File: src/rtl/clb_cfg_pkg.sv
// Shared constants for the CLB column configuration loader: frame width,
// preamble, payload field layout, FSM states and the default clb39 frame.
package clb_cfg_pkg;

  localparam int CFG_W = 37;

  // Marks the start of every frame in the serial bitstream.
  localparam logic [3:0] PREAMBLE = 4'b0010;

  // Payload field layout (LSB position and width of each field).
  localparam int MUXSEL_W  = 2;
  localparam int MUX2_LSB  = 35;
  localparam int MUX3_LSB  = 33;
  localparam int MUX4_LSB  = 31;
  localparam int MUX5_LSB  = 29;
  localparam int MUX6_LSB  = 27;
  localparam int MEM_LSB   = 11;
  localparam int MEM_W     = 16;
  localparam int COMBO_LSB = 9;
  localparam int COMBO_W   = 2;
  localparam int O2M_LSB   = 3;
  localparam int O2M_W     = 6;
  localparam int DQMUX_LSB = 1;
  localparam int DQMUX_W   = 2;
  localparam int FLOP_BIT  = 0;

  typedef enum logic [2:0] {
    ST_IDLE,
    ST_HUNT,
    ST_LOAD,
    ST_PAR,
    ST_STOP,
    ST_FIN,
    ST_ERROR
  } state_e;

  // Power-on clb39 configuration.
  localparam logic [CFG_W-1:0] CLB_CFG_DEFAULT = {
    2'b10, 2'b10, 2'b10, 2'b00, 2'b00,  // mux2..mux6 selects
    16'h0116,                           // LUT contents
    2'b00,                              // comboption
    6'b000111,                          // o2m selects
    2'b00,                              // DQmux1, DQmux2
    1'b0                                // floporlatch
  };

endpackage

File: src/rtl/clb_cfg_shift.sv
// Payload shift register for one configuration frame: collects W bits MSB
// first, counts them and keeps the running XOR for the parity check.
module clb_cfg_shift
  import clb_cfg_pkg::*;
#(
  parameter int W = CFG_W
) (
  input  logic         clk,
  input  logic         rst,
  input  logic         clr,
  input  logic         shift_en,
  input  logic         din,
  output logic [W-1:0] payload,
  output logic         full,
  output logic         parity
);

  localparam int CW = $clog2(W + 1);

  logic [CW-1:0] cnt;

  // Shift one bit in, count it and fold it into the parity.
  always_ff @(posedge clk) begin
    // NOTE: non-blocking assignments so every register updates from the
    // values present before the edge, independent of statement order.
    if (rst || clr) begin
      payload <= '0;
      cnt     <= '0;
      parity  <= 1'b0;
    end else if (shift_en) begin
      payload <= {payload[W-2:0], din};
      cnt     <= cnt + CW'(1);
      parity  <= parity ^ din;
    end
  end

  // High while the next shift completes the frame.
  assign full = (cnt == CW'(W - 1));

endmodule

File: src/rtl/clb_cfg_loader.sv
// Serial configuration loader for a column of clb39 logic blocks. Hunts the
// preamble, loads a frame, checks parity and stop bit, then writes the frame
// to the addressed CLB. Repeats for NFRAMES frames per PROG sequence.
module clb_cfg_loader #(
  parameter int NFRAMES = 4,
  parameter int AW      = 2,
  parameter int CFG_W   = 37
) (
  input  logic             K,
  input  logic             RST,
  input  logic             PROG,
  input  logic             DIN,
  input  logic             DVAL,
  output logic [CFG_W-1:0] CFG_OUT,
  output logic [AW-1:0]    CFG_ADDR,
  output logic             CFG_WE,
  output logic             BUSY,
  output logic             DONE,
  output logic             ERR
);

  import clb_cfg_pkg::*;

  state_e           state, state_nxt;
  // Last three bits seen in HUNT; the live DIN completes the 4-bit window.
  logic [2:0]       window;
  logic [AW-1:0]    frame_cnt;
  logic [CFG_W-1:0] payload;
  logic             full, parity;
  logic [CFG_W-1:0] cfg_out;
  logic [AW-1:0]    cfg_addr;
  logic             cfg_we;

  logic sh_clr, sh_en, win_clr, win_shift, frame_clr, frame_inc, do_write;
  logic last_frame;

  assign last_frame = (frame_cnt == AW'(NFRAMES - 1));

  clb_cfg_shift #(.W(CFG_W)) u_shift (
    .clk      (K),
    .rst      (RST),
    .clr      (sh_clr),
    .shift_en (sh_en),
    .din      (DIN),
    .payload  (payload),
    .full     (full),
    .parity   (parity)
  );

  // State register.
  always_ff @(posedge K) begin
    if (RST) state <= ST_IDLE;
    else     state <= state_nxt;
  end

  // Next-state and datapath control; PROG restarts from any state.
  always_comb begin
    // NOTE: every output gets a default first, so no branch leaves one
    // unassigned and no latch is inferred.
    state_nxt = state;
    sh_clr    = 1'b0;
    sh_en     = 1'b0;
    win_clr   = 1'b0;
    win_shift = 1'b0;
    frame_clr = 1'b0;
    frame_inc = 1'b0;
    do_write  = 1'b0;
    if (PROG) begin
      state_nxt = ST_HUNT;
      win_clr   = 1'b1;
      frame_clr = 1'b1;
      sh_clr    = 1'b1;
    end else if (DVAL) begin
      case (state)
        ST_HUNT: begin
          if ({window, DIN} == PREAMBLE) begin
            state_nxt = ST_LOAD;
            sh_clr    = 1'b1;
            // Start the next frame's hunt from a clean window.
            win_clr   = 1'b1;
          end else begin
            win_shift = 1'b1;
          end
        end
        ST_LOAD: begin
          sh_en = 1'b1;
          if (full) state_nxt = ST_PAR;
        end
        ST_PAR: begin
          state_nxt = (parity ^ DIN) ? ST_ERROR : ST_STOP;
        end
        ST_STOP: begin
          if (!DIN) begin
            state_nxt = ST_ERROR;
          end else begin
            do_write = 1'b1;
            if (last_frame) begin
              state_nxt = ST_FIN;
            end else begin
              frame_inc = 1'b1;
              state_nxt = ST_HUNT;
            end
          end
        end
        default: ;  // IDLE, FIN and ERROR ignore DIN
      endcase
    end
  end

  // Preamble window, frame counter and the registered write port.
  always_ff @(posedge K) begin
    if (RST) begin
      window    <= '0;
      frame_cnt <= '0;
      cfg_out   <= '0;
      cfg_addr  <= '0;
      cfg_we    <= 1'b0;
    end else begin
      if (win_clr)        window <= '0;
      else if (win_shift) window <= {window[1:0], DIN};

      if (frame_clr)      frame_cnt <= '0;
      else if (frame_inc) frame_cnt <= frame_cnt + AW'(1);

      cfg_we <= do_write;
      if (do_write) begin
        cfg_out  <= payload;
        cfg_addr <= frame_cnt;
      end
    end
  end

  assign CFG_OUT  = cfg_out;
  assign CFG_ADDR = cfg_addr;
  assign CFG_WE   = cfg_we;
  assign BUSY     = (state == ST_HUNT) || (state == ST_LOAD) ||
                    (state == ST_PAR)  || (state == ST_STOP);
  assign DONE     = (state == ST_FIN);
  assign ERR      = (state == ST_ERROR);

endmodule
File: config.mk
export PLATFORM = sky130hd
export DESIGN_NAME = clb_cfg_loader
export DESIGN_NICKNAME = d
export VERILOG_FILES = /design/src/rtl/clb_cfg_pkg.sv /design/src/rtl/clb_cfg_shift.sv /design/src/rtl/clb_cfg_loader.sv
export SDC_FILE = /design/constraint.sdc
export NUM_CORES = 1
export LEC_CHECK = 0
export CAP_MARGIN = 20
export CORE_MARGIN = 1.5
export CORE_UTILIZATION = 47
export CTS_CLUSTER_SIZE = 24
export DETAILED_ROUTE_END_ITERATION = 8
export PLACE_DENSITY = 0.76
export SYNTH_ARGS = -nofsm -noshare
export SYNTH_HDL_FRONTEND = slang
export SYNTH_HIERARCHICAL = 1
export SYNTH_SLANG_ARGS = --single-unit
File: constraint.sdc
create_clock -name K -period 3.2 [get_ports K]
set_input_delay 0.64 -clock K [delete_from_list [all_inputs] [get_ports K]]
set_output_delay 0.64 -clock K [all_outputs]
set_load 0.02 [all_outputs]
==> metrics.txt <==
Detail Route Antenna Nets 0; TritonCTS clock tree done; number of buffers added on ports 47; Final Setup Violations 0; ys flop type dfxtp_1; Worst-Margin Slew approximately 0.78 ns; Leakage ~1.4 nW; Syn-to-layout area delta 16.0%; worst vdd ir roughly 0.19 mV; routed wire length about 7.2 mm; fmax roughly 390 MHz; Final Cycle Share 0.810; number of distinct library cells after synthesis 48; postcts setup bufs 0; HP Class flip-flop to flip-flop; drt first pass iters 4; DRT iter0 DRCs around 130; Synth Area in Compound Gates 0.173; routed wire length per instance between 10 and 15 microns; CP startpoint kind flip-flop; Clock Root Buffer clkbuf_8; initial core utilization 0.479; DRC Markers 0; synthesized flop and latch total 92; PwrDens around 440 nW/um^2; synthesized net count between 400 and 500; layout cell share with drive strength beyond 1 0.163; Post-synth EDFFs 0; CP max stage delay 0.60 ns; post-synthesis sequential area ratio 0.473; CP Buf/Inv Count 1; Fin Setup TNS 0 ns; cts repair resizes 0; Synth Warn # 6; largest net degree at the start of global routing between 40 and 50; CP Capture Type output port; first-pass GRT wire length roughly 12 mm; Critical Path RT 2.56 ns; Core Area 8130 sq um; I/O Pins 48; Die Wd 94.0 microns; GRT overflow 0; Avg Cell Area, Syn between 9 and 10 sq um; standard-cell rows 33; max-cap violations 0; Sink Count between 90 and 100; mux share of post-synthesis cell area 0.100; cts bufs inserted 9; critical path's slowest cell clkdlybuf4s50_1; crit path cell chain nor2b_1 -> and2_1 -> clkdlybuf4s50_1; htree depth 3; vias in the first global route approximately 2600; GRT Total Usage 0.172; Clk Latency, worst-skew pair about 0.35 ns; antenna cells 0; initial antenna violation count 0; status complete, no violations; Final nets between 400 and 500; Hold Buf Count CTS 0; placed wire-length estimate around 4.5 mm; full die area 8840 sq um; unrepaired setup endpoints after global routing no; Rel. slew slack 0.479; final core utilization 0.556; Crit Path Max Fanout 14; FFs w/ async S/R, synth 0; Max Root-Sink Buffers 2; Simple-Gate Fraction of Synth Area 0.162; Layout Skew 0.00643 ns; Worst Path Arrival around 2.0 ns; # fillers ~750; Post-Synth Adder-Cell Area 0.00964; main combinational cell family by area after synthesis compound AO/OA/AOI/OAI gates; CP top delay family buffers and inverters; fin. max-slew vios 0; Post-Syn Instances roughly 400; vias per cell around 5.2; Vias about 2800; Synth Area in XOR/XNOR 0.0157; Syn Std Cell Area 3890 sq um; gpl congestion between 0.7 and 0.8; Tmin final 2.59 ns; clock-pin slew of the registers on the worst-case setup and hold paths roughly 0.080 ns; chip height 94.0 microns; CP Class flip-flop to output port; final hold viol count 0
worst register-to-register path: cells and delay by family (launching register included):
family / cells / cell delay, ns
flip-flops: 1 / 0.63
AO/OA/AOI/OAI: 1 / 0.13
AND/OR/NAND/NOR: 3 / 1.14
metal layers:
layer / vias to the layer above / wire, microns / track usage
met5: - / 0 / 0
met4: 0 / 63 / 0.0672
met3: 6 / 211 / 0.0396
met2: 45 / 3270 / 0.274
met1: 1295 / 3610 / 0.224
li1: 1443 / - / -
Yosys cell counts, types with 4 or more instances:
cell type / instances / share of area
nand3_1: 40 / 0.051
buf_6: 7 / 0.020
a21oi_1: 45 / 0.058
nor2_1: 48 / 0.046
inv_1: 5 / 0.0048
clkbuf_1: 5 / 0.0048
mux2i_1: 39 / 0.10
buf_4: 8 / 0.015
dfxtp_1: 92 / 0.47
xor2_1: 4 / 0.0090
nand2_1: 5 / 0.0048
buf_2: 16 / 0.021
o21ai_2: 39 / 0.088
metrics by stage:
stage / power (mW) / worst slack, ns / std cells / instance area [sq um] / hold WS [ns]
floorplan: 1.23 / 1.25 / 399 / 3890 / 0.443
global placement: 1.25 / 0.568 / 520 / 4320 / 0.448
detailed placement: 1.25 / 0.468 / 520 / 4320 / 0.454
CTS: 2.02 / 0.601 / 535 / 4520 / 0.466
global route: 2.07 / 0.487 / 535 / 4520 / 0.478
finish: 1.99 / 0.609 / 535 / 4520 / 0.463
cell usage in the layout, fill, tap and decap left out, types with 2 or more instances in the layout:
cell and n:
buf_4 5, o21ai_2 39, xor2_1 4, o31ai_1 2, clkdlybuf4s50_1 47, clkinv_2 2, ha_1 3, nor4bb_1 2
dfxtp_1 92, a21o_1 2, a21oi_1 45, nand2b_1 3, nand2_1 5, nand4b_1 2, inv_1 5, o21ai_0 2
nor2_1 48, nand3_1 40, xnor2_1 3, mux2i_1 39, clkbuf_8 11
report_power, final:
| part | switching, mW | leakage (nW) | internal [mW] |
|---|---|---|---|
| combinational | 0.0512 | 0.548 | 0.0187 |
| clock | 0.378 | 0.105 | 0.398 |
| sequential | 0.00408 | 0.741 | 1.14 |
area by class of cell:
class	count	area, sq um	area share
inverters	5	18.8	0.00415
flip-flops and latches	92	1840	0.408
clock buffers	11	151	0.0335
repair buffers	53	528	0.117
well taps	105	131	0.0291
multi-input cells	265	1800	0.398
clock inverters	4	48.8	0.0108
worst paths after layout:
check / slack, ns / cells after the start / end / startpoint
setup / recovery: 0.61 / 3 / ERR / state[2]$_SDFFE_PP0P_
hold / removal: 0.46 / 2 / CFG_OUT[1]$_SDFFE_PP0P_ / CFG_OUT[1]$_SDFFE_PP0P_
setup reg to reg: 1.17 / 4 / u_shift/payload[20]$_SDFFE_PP0P_ / state[0]$_SDFFE_PP0P_
hold reg to reg: 0.46 / 2 / CFG_OUT[1]$_SDFFE_PP0P_ / CFG_OUT[1]$_SDFFE_PP0P_
state kept, by name, indices dropped and copies added (netlist names):
| name | flops |
|---|---|
| CFG_WE | 1 |
| u_shift/parity | 1 |
| frame_cnt | 2 |
| u_shift/cnt | 6 |
| CFG_ADDR | 2 |
| state | 3 |
| window | 3 |
| CFG_OUT | 37 |
| u_shift/payload | 37 |
logic make-up after synthesis:
group / Yosys count
adders and majority gates: 3
DFF: 92
xor gates and xnor gates: 7
muxes: 39
AOI/OAI and AO/OA: 98
and+or+nand+nor: 118
buffers and inverters: 42
(Power assumes the default switching activity.)
